### src/rtl/fifo_rd_stream.sv
// Read-side consumer for the FIFO read port: turns pop/empty into a valid/ready
// stream through a two-entry prefetch buffer, sustaining one word per cycle.
module fifo_rd_stream #(
    parameter int DATA_WIDTH = 8,
    parameter int CNT_WIDTH  = 16
) (
    input  logic                  r_clk,
    input  logic                  r_rstn,
    input  logic                  fifo_empty,
    output logic                  fifo_r_en,
    input  logic [DATA_WIDTH-1:0] fifo_r_data,
    input  logic                  drain_en,
    output logic                  m_valid,
    input  logic                  m_ready,
    output logic [DATA_WIDTH-1:0] m_data,
    output logic [CNT_WIDTH-1:0]  rd_count
);

    typedef enum logic [1:0] {
        EMPTY = 2'd0,
        ONE   = 2'd1,
        TWO   = 2'd2
    } occ_e;

    occ_e                  occ_q, occ_d;
    logic                  inflight_q, inflight_d;
    logic [DATA_WIDTH-1:0] head_q, head_d;
    logic [DATA_WIDTH-1:0] tail_q, tail_d;
    logic [CNT_WIDTH-1:0]  rdCount_q, rdCount_d;
    logic                  outXfer;
    logic [1:0]            held;

    assign m_valid  = (occ_q != EMPTY);
    assign m_data   = head_q;
    assign rd_count = rdCount_q;
    assign outXfer  = m_valid && m_ready;

    // Words already committed to the buffer (stored plus landing); a new pop is
    // only issued if it will still fit once this cycle's output transfer leaves.
    assign held      = occ_q + {1'b0, inflight_q};
    assign fifo_r_en = r_rstn && drain_en && !fifo_empty &&
                       (held < (2'd2 + {1'b0, outXfer}));

    always_comb begin
        occ_d      = occ_q;
        inflight_d = fifo_r_en;
        head_d     = head_q;
        tail_d     = tail_q;
        rdCount_d  = rdCount_q;
        if (outXfer) begin
            rdCount_d = rdCount_q + CNT_WIDTH'(1);
        end
        case ({inflight_q, outXfer})
            2'b10: begin
                if (occ_q == EMPTY) begin
                    head_d = fifo_r_data;
                    occ_d  = ONE;
                end else begin
                    tail_d = fifo_r_data;
                    occ_d  = TWO;
                end
            end
            2'b01: begin
                head_d = tail_q;
                occ_d  = (occ_q == TWO) ? ONE : EMPTY;
            end
            // Landing while the head leaves: occupancy is unchanged, the
            // landing word takes whichever slot becomes the tail.
            2'b11: begin
                if (occ_q == TWO) begin
                    head_d = tail_q;
                    tail_d = fifo_r_data;
                end else begin
                    head_d = fifo_r_data;
                end
            end
            default: ;
        endcase
    end

    always_ff @(posedge r_clk or negedge r_rstn) begin
        if (!r_rstn) begin
            occ_q      <= EMPTY;
            inflight_q <= 1'b0;
            head_q     <= '0;
            tail_q     <= '0;
            rdCount_q  <= '0;
        end else begin
            occ_q      <= occ_d;
            inflight_q <= inflight_d;
            head_q     <= head_d;
            tail_q     <= tail_d;
            rdCount_q  <= rdCount_d;
        end
    end

endmodule

### config.mk
export PLATFORM = sky130hd
export DESIGN_NAME = fifo_rd_stream
export DESIGN_NICKNAME = d
export VERILOG_FILES = /design/src/rtl/fifo_rd_stream.sv
export SDC_FILE = /design/constraint.sdc
export NUM_CORES = 1
export LEC_CHECK = 0
export ABC_AREA = 1
export CELL_PAD_IN_SITES_DETAIL_PLACEMENT = 1
export CELL_PAD_IN_SITES_GLOBAL_PLACEMENT = 1
export CORE_ASPECT_RATIO = 1.1
export CORE_MARGIN = 4
export CORE_UTILIZATION = 43
export CTS_BUF_LIST = sky130_fd_sc_hd__clkbuf_8
export DETAILED_ROUTE_END_ITERATION = 10
export DONT_BUFFER_PORTS = 1
export PLACE_DENSITY_LB_ADDON = 0.3
export SLEW_MARGIN = 20
export SYNTH_ARGS = -nofsm -noshare
export SYNTH_HDL_FRONTEND = slang
export SYNTH_SLANG_ARGS = --single-unit
export TNS_END_PERCENT = 5
### constraint.sdc
create_clock -name r_clk -period 1.2 [get_ports r_clk]
set_input_delay 0.24 -clock r_clk [delete_from_list [all_inputs] [get_ports r_clk]]
set_output_delay 0.24 -clock r_clk [all_outputs]
set_load 0.01 [all_outputs]
# == Word-level counts from Yosys, hierarchy flattened ==
# Index checks and enable logic that the tools add are counted.
# word_totals
reg_bits,35
in_bits,13
out_inout_bits,26
wordCells,37
# op_classes
addsub,3
magnitude_cmp,1
eq_ne,7
mux,9
n_reduce_logical,12
# ops
operator,n
$mux 8,4
$pmux 8 s3,1
$add 16x1->16 const B,1
$pmux 8 s2,1
$eq 2x2->1 const B,3
$ne 2x2->1 const B,3
$reduce_bool 2->1,3
$logic_and 1x1->1,4
$pmux 2 s2,1
$reduce_and 3->1,1
$reduce_bool 3->1,1
$add 2x1->2,1
$add 2x1->2 const A,1
$eq 2x1->1 const B,1
$logic_not 2->1,1
$lt 2x2->1,1
$mux 2,1
$reduce_and 2->1,1
$logic_not 1->1,1
$mux 1,1

# == Depth between registers and ports, before layout ==
# Gate-level depths: netlist of run 1.
# logic_depth
ltp_word,5
mapped_depth,9
ltp_nobuf,8

# == Least setup slack after synthesis of run 1 ==
# Ideal clock, no wire load.
# synth_timing
path_type,reg-to-reg
from,register rdCount_q[0] (netlist: rd_count[0])
to,register rdCount_q[14] (netlist: rd_count[14])
setup_ns,0.113
t_arrival_ns,1.284
t_required_ns,1.087
path_slack_ns,-0.197
stages_incl_launch_ff,9
n_path_buf,0
period_less_slack_ns,1.397
path_cell_list,dfrtp_1 -> ha_1 -> nand2_1 -> nor2_1 -> nand3_4 -> nor2_2 -> nand3_1 -> nand2_1 -> inv_1
# synth_between
elab_chain_len,1
# synth_rtl
item,line_no,text
"start, declared",29,"logic [CNT_WIDTH-1:0] rdCount_q, rdCount_d;"
"start signal, assigned",93,rdCount_q <= rdCount_d;
$add 16x1->16,51,rdCount_d = rdCount_q + CNT_WIDTH'(1);
# No other way between the ends.
# A chain may end at the register's enable or synchronous reset.

# == Final worst setup path of run 1 ==
# layout_timing
from,register occ_q[0]
to,output fifo_r_en
# layout_between
elab_chain_len,5
word_cells_on_any_way,6
cone_classes,add/sub (2); order compare (1); reduce/logical (3)
# layout_rtl
item,line_no,text
"start, declared",25,"occ_e occ_q, occ_d;"
"start signal, assigned",83,occ_q <= EMPTY;
"start signal, assigned",89,occ_q <= occ_d;
$reduce_bool 2->1,33,assign m_valid = (occ_q != EMPTY);
$logic_and 1x1->1,36,assign outXfer = m_valid && m_ready;
$add 2x1->2,42,"(held < (2'd2 + {1'b0, outXfer}));"
$lt 2x2->1 (*),42,
$logic_and 1x1->1 (*),41,assign fifo_r_en = r_rstn && drain_en && !fifo_empty &&
"end, declared",10,"output logic fifo_r_en,"
# Mark *: on every way between the ends. The rest lies on a longest branch, timed or not.

==> results of run 1 <==
sequential cells by signal, summed over array words and instances, names as in the netlist:
register	flops
rd_count	16
m_data	8
inflight_q	1
occ_q	2
tail_q	8
worst max path at each step:
stage | cells past startpoint | slack [ns] | end
global placement | 6 | -0.16 | m_data[2]
detailed placement | 6 | -0.26 | m_data[2]
global route | 3 | -0.39 | fifo_r_en
finish | 3 | -0.35 | fifo_r_en
CTS | 3 | -0.38 | fifo_r_en
floorplan | 6 | -0.12 | fifo_r_en
layout make-up:
type / count / area (µm²) / area share
clock buffers: 7 / 96.34 / 0.03893
clock inverters: 1 / 3.754 / 0.001517
multi-input cells: 170 / 967.2 / 0.3908
repair buffers: 42 / 346.6 / 0.1400
flip-flops and latches: 35 / 878.3 / 0.3549
well taps: 54 / 67.56 / 0.02730
inverters: 30 / 115.1 / 0.04651
report_power, final:
group          total, mW  switching (mW)  internal (mW)  leakage [nW]
Sequential          2.02           0.427           1.59         0.427
Combinational       2.44            1.36           1.07         0.720
Clock              0.957           0.442          0.516        0.0557
Total               5.41            2.23           3.18          1.20
cells by family after synthesis:
family / Yosys count / synth area share
flip-flops: 35 / 0.4645
AO/OA/AOI/OAI: 28 / 0.08627
AND/OR/NAND/NOR: 129 / 0.3106
adder cells (fa/ha/maj): 2 / 0.01327
buffers and inverters: 33 / 0.07432
XOR/XNOR: 11 / 0.05109
repair_timing:
action,CTS,global route
endpoints found under the setup margin,35,36
hold endpoints to repair,35,0
pin swaps,3,4
gates cloned,0,0
buffers inserted,2,1
hold buffers,2,0
resized for setup,12,22
worst max-delay path: stages (launching register included):
cell,delay (ns)
dfrtp_2,0.47
ha_4,0.29
nor2_2,0.03
o21a_1,0.23
metal layers:
| metal | up-vias | share of wire | GRT usage |
|---|---|---|---|
| li1 | 846 | - | - |
| met1 | 856 | 0.39 | 0.2543 |
| met2 | 63 | 0.52 | 0.3878 |
| met3 | 13 | 0.065 | 0.06218 |
| met4 | 0 | 0.022 | 0.07143 |
| met5 | - | 0 | 0 |
cell usage in the layout (no fill, tap or decap):
| cell | Yosys | layout |
|---|---|---|
| ha_2 | 0 | 1 |
| ha_4 | 0 | 1 |
| inv_2 | 2 | 3 |
| xnor2_2 | 0 | 1 |
| nand2_8 | 0 | 1 |
| nand2_1 | 71 | 64 |
| o21ai_2 | 0 | 1 |
| dfrtp_2 | 0 | 2 |
| buf_6 | 2 | 1 |
| o21ai_1 | 0 | 7 |
| buf_12 | 0 | 2 |
| nor2_4 | 2 | 6 |
| xor2_1 | 6 | 6 |
| o21ai_0 | 20 | 12 |
| nor3_1 | 2 | 1 |
| o21a_1 | 1 | 1 |
| nand2_4 | 1 | 1 |
| nor2_2 | 3 | 3 |
| nor2_1 | 18 | 14 |
| nor3_2 | 0 | 1 |
| or2_2 | 2 | 2 |
| clkbuf_8 | 0 | 7 |
| nand4_1 | 5 | 5 |
| inv_1 | 28 | 27 |
| a21oi_1 | 3 | 3 |
| nand3_1 | 18 | 17 |
| o211ai_4 | 1 | 1 |
| dlygate4sd3_1 | 0 | 1 |
| nand3_4 | 1 | 1 |
| nand2_2 | 3 | 9 |
| or2_0 | 3 | 3 |
| xnor2_1 | 5 | 4 |
| inv_4 | 0 | 1 |
| nand3_2 | 0 | 1 |
| a31oi_1 | 3 | 3 |
| dfrtp_1 | 35 | 33 |
| buf_4 | 0 | 38 |
==> results.md, run 1 <==
* Slew Limit Fails at 0
* Worst-Margin Slew at about 0.27 ns
* Clk sinks at 35
* CTS Buf Count at 5
* Period utilization at 1.293
* Largest net degree at the start of global routing at 36
* Mapped Nets at 253
* DRT Pass-1 Iters at 4
* PD cells at about 2200 mW/mm²
* Post-Syn Instances at roughly 240
* DRT antenna net count at 0
* Die area at ~0.0055 mm²
* Gp weighted congestion at about 0.74
* Mean post-synth cell area at between 7 and 8 µm²
* Insertion delay to the later sink of the worst-skew pair at approximately 0.29 ns
* FF-to-FF Start: occ_q[0]
* Worst Hold Launch: fifo_r_data[4]
* Async SR Flop Fraction at 1.000
* # diodes at 0
* Setup TNS Final at -4.989 ns
* Port Buffer Count at 0
* Max cap viols at 0
* Fmax at about 0.64 GHz
* Hold WC Path Type: in -> reg
* Cell variety after synth at 25
* Worst reg2reg endpoint: m_data[5]
* WHS Path Cells at 2
* GRT Util Overall at 0.2200
* Worst EP required at around 0.96 ns
* Count leader, synth: nand2_1
* Final Hold Fails at 0
* Clock-pin slew on the worst setup and hold paths at roughly 0.07 ns
* Netlist Area Pre-Place at ~0.0019 mm²
* H-Tree Depth at 2
* Clock Tree Buf Depth at 2
* Failing checks: setup timing
* Hpwl dp at about 3.9 mm
* Num rows at 25
* Final Cell Area at 0.002475 mm²
* PnR worst setup slack at -0.3518 ns
* Total number of vias at approximately 1800
* Dpl cells at 326
* Maximum fanout along the worst path at 4
* Vias in the first global route at 1948
* Status: complete, but fails checks
* Die width at 71.14 µm
* Crit path kind: reg -> out
* Core ar. at approximately 0.0043 mm²
* Fin nets at 299
* Initial DRC count at 93
* R2R Setup Slk at -0.28 ns
* Share of the synthesized area in the top cell type at 0.4645
* Dominant cells by area after synthesis: dfrtp_1 46%, nand2_1 14%, inv_1 5.6%
* First-pass GRT wire length at roughly 9.5 mm
* Crit path arrival time at approximately 1.3 ns
* Area of placed instances at 0.002228 mm²
* Ratio of cells with drive above 1 in the final layout at 0.2947
* VDD IR-drop max at 1.142 mV
* Initial antenna violation count at 0
* Post-synth top cells: 71 x nand2_1, 35 x dfrtp_1, 28 x inv_1
* Setup crit start kind: flip-flop
* # DRC at 0
* Die H at just under 80 µm
* R2R depth at 8
* Setup WS pre-CTS at -0.2630 ns
* Hold_ws at about 0.072 ns
* Drt wl/cell at approximately 17 µm
* Worst Hold End: tail_q[4]
* Routed wire length at approximately 5.8 mm
* Clock Tree Root: clkbuf_8
* Top Ports at 39
* Post-layout power at 5.415 mW
* Seq cells post-synth at 35
* Ys Warns at 0
* CP endpoint kind: output port
* Lkg Pwr at 1.203 nW
* Initial Utilization at 0.4432
* # setup viols final at 33
* Non-filler cells, final at approximately 340
* Start point of the critical path: occ_q[0]
* Avg Vias per Cell at approximately 5.2
* P&R area growth vs syn at 31.25%
* Grt total ovfl at 0
* Max-Slew Margin vs Limit at 0.8204
* Minimum clock period at roughly 1.6 ns
* Post-synth EDFFs at 0
* Post-synthesis sequential area ratio at 0.4645
* Filler cells at roughly 540
* Unrepaired setup endpoints after global routing: yes
* CTS tree: built
* Fin util at 0.5818
* Post-synth top area cell: dfrtp_1
* Top_reg_cell synth: dfrtp_1
* Max Clock Skew at roughly 0.0057 ns
No activity file was read; power rests on OpenSTA's default activity.
==> inputs of run 2 (changes only) <==
--- a/config.mk
+++ b/config.mk
@@ -17,3 +17,3 @@
 export PLACE_DENSITY_LB_ADDON = 0.3
-export SLEW_MARGIN = 20
+export SLEW_MARGIN = 40
 export SYNTH_ARGS = -nofsm -noshare
--- a/constraint.sdc
+++ b/constraint.sdc
@@ -3,2 +3,2 @@
 set_output_delay 0.24 -clock r_clk [all_outputs]
-set_load 0.01 [all_outputs]
+set_load 0.02 [all_outputs]
==> run 2 against run 1 <==
Effect of this change: the flow still finishes with violations (setup timing); via count up 6.0%; combinational power up 25%; hold slack worse by 0.013 ns; final cell count up 2.4%; design area up 5.9%; first-iteration DRC count down 12%; sequential power up 4%; non-clock buffer count up 8; clock power up 19%; worst setup slack worse by 0.013 ns; largest cell class unchanged; largest power group unchanged.
==> results.md, run 2 (synthesized netlist as in run 1, its figures left out) <==
* Status: complete, but fails checks (unchanged)
* Failing checks: setup timing (unchanged)
* Crit path kind: reg -> out (unchanged)
* Max reg flops at 16 (unchanged)
* Max Clock Skew at 0.008635 ns (was 0.005655 ns)
* Drt wl/cell at 18.66 µm (was 17.22 µm)
* Gp weighted congestion at 0.7668 (was 0.7442)
* Initial DRC count at 82 (was 93)
* Ratio of cells with drive above 1 in the final layout at 0.3276 (was 0.2947)
* GRT busiest layer: met2 (unchanged)
* Clock-pin slew on the worst setup and hold paths at 0.08 ns (was 0.07 ns)
* H-Tree Depth at 2 (unchanged)
* Largest net degree at the start of global routing at 36 (unchanged)
* Lkg Pwr at 1.266 nW (was 1.203 nW)
* Hold_ws at 0.05866 ns (was 0.07181 ns)
* DRT antenna net count at 0 (unchanged)
* Crit path arrival time at 1.32 ns (was 1.31 ns)
* Grt total ovfl at 0 (unchanged)
* Die width at 71.14 µm (unchanged)
* Worst-Margin Slew at 0.3030 ns (was 0.2685 ns)
* GRT Util Overall at 0.2385 (was 0.2200)
* Final Hold Fails at 0 (unchanged)
* Hpwl dp at 3.824 mm (was 3.903 mm)
* Area of placed instances at 0.002250 mm² (was 0.002228 mm²)
* Post-layout power at 6.300 mW (was 5.415 mW)
* # setup viols final at 36 (was 33)
* Port Buffer Count at 0 (unchanged)
* Total number of vias at 1885 (was 1778)
* Hold WC Path Type: in -> reg (unchanged)
* Initial Utilization at 0.4432 (unchanged)
* PnR worst setup slack at -0.3646 ns (was -0.3518 ns)
* PD cells at 2405 mW/mm² (was 2188 mW/mm²)
* Met2 usage at 0.4276 (was 0.3878)
* Most frequent cells in the layout: 65 x nand2_1, 39 x buf_4, 31 x dfrtp_1 (was 64 x nand2_1, 38 x buf_4, 33 x dfrtp_1)
* Minimum clock period at 1.565 ns (was 1.552 ns)
* Die H at 77.45 µm (unchanged)
* Top Ports at 39 (unchanged)
* Clock Tree Root: clkbuf_8 (unchanged)
* Fin nets at 307 (was 299)
* Setup crit start kind: flip-flop (unchanged)
* Routed wire length at 6.474 mm (was 5.838 mm)
* First-pass GRT wire length at 10.07 mm (was 9.494 mm)
* Setup TNS Final at -7.498 ns (was -4.989 ns)
* Vias in the first global route at 2029 (was 1948)
* Die area at 0.005509 mm² (unchanged)
* Max cap viols at 0 (unchanged)
* VDD IR-drop max at 1.223 mV (was 1.142 mV)
* Max-Slew Margin vs Limit at 0.7958 (was 0.8204)
* Unrepaired setup endpoints after global routing: yes (unchanged)
* Insertion delay to the later sink of the worst-skew pair at 0.30 ns (was 0.29 ns)
* Clk sinks at 35 (unchanged)
* Met1 Use GR at 0.2613 (was 0.2543)
* Fmax at 0.6392 GHz (was 0.6444 GHz)
* DRT Pass-1 Iters at 4 (unchanged)
* # DRC at 0 (unchanged)
* Met3 Resource Use GR at 0.05829 (was 0.06218)
* Num rows at 25 (unchanged)
* Commonest non-fill, non-tap cell in the layout: nand2_1 (unchanged)
* Avg Vias per Cell at 5.432 (was 5.245)
* # diodes at 0 (unchanged)
* Clock Tree Buf Depth at 2 (unchanged)
* CTS Buf Count at 5 (unchanged)
* Maximum fanout along the worst path at 4 (unchanged)
* CTS tree: built (unchanged)
* Slew Limit Fails at 0 (unchanged)
* Period utilization at 1.304 (was 1.293)
* Core ar. at 0.004254 mm² (unchanged)
* P&R area growth vs syn at 38.95% (was 31.25%)
* CP endpoint kind: output port (unchanged)
* Final Cell Area at 0.002620 mm² (was 0.002475 mm²)
* Worst EP required at 0.96 ns (about the same)
* Initial antenna violation count at 0 (unchanged)
==> run 2: changes by cell type in the layout (fill, tap and decap cells not counted), sizes merged <==
cell,delta
buf,+8
bufinv,+1
clkbuf,-1
clkinv,+1
inv,-1
==> run 2: routing by layer <==
metal / part of all wire / up-vias / wire length, µm
li1: - / 860 / -
met1: 0.37 / 926 / 2370
met2: 0.52 / 73 / 3367
met3: 0.063 / 26 / 410
met4: 0.050 / 0 / 325
met5: 0 / - / 0
==> run 2: final timing paths <==
check	startpoint	endpoint	slack [ns]	cells past startpoint
setup / recovery	occ_q[0]	fifo_r_en	-0.36	3
hold / removal	fifo_r_data[4]	tail_q[4]	0.06	2
setup reg to reg	occ_q[0]	tail_q[1]	-0.32	8
hold reg to reg	tail_q[2]	tail_q[2]	0.52	2
max in group asynchronous	r_rstn	rd_count[1]	0.58	2
min in group asynchronous	r_rstn	occ_q[1]	0.43	2
==> run 2: worst max-delay path: stages, from the launching register on <==
cell	delay, ns
dfrtp_2	0.47
ha_4	0.29
nor2_2	0.03
o21a_2	0.24
==> run 2: repair_timing <==
item | in CTS | in global routing
endpoints found under the hold margin | 35 | 0
endpoints found under the setup margin | 32 | 38
pin swaps | 7 | 5
buffers inserted | 4 | 4
hold buffers | 2 | 0
cloned | 0 | 0
resized for setup | 23 | 27
==> run 2: cell type report <==
type,count,area [µm²]
Inverter,30,117.6
Sequential cell,35,880.8
Timing Repair Buffer,50,432.9
Multi-Input combinational cell,170,1003
Clock inverter,2,35.03
Fill cell,511,1634
Tap cell,54,67.56
Clock buffer,6,82.58
==> run 2: report_power, final <==
group          switching, mW  internal [mW]  leakage, nW
combinational           1.72           1.33        0.780
sequential             0.507           1.60        0.425
clock                  0.471          0.673       0.0612
==> run 2: per-stage QoR <==
| stage | worst slack, ns | cells | util |
|---|---|---|---|
| final | -0.3646 | 347 | 0.6159 |
| after global routing | -0.4093 | 347 | 0.6159 |
| after CTS | -0.3606 | 343 | 0.5906 |
| after detailed placement | -0.2222 | 329 | 0.5288 |
| after global placement | -0.1475 | 329 | 0.5288 |
| after floorplan | -0.1779 | 238 | - |
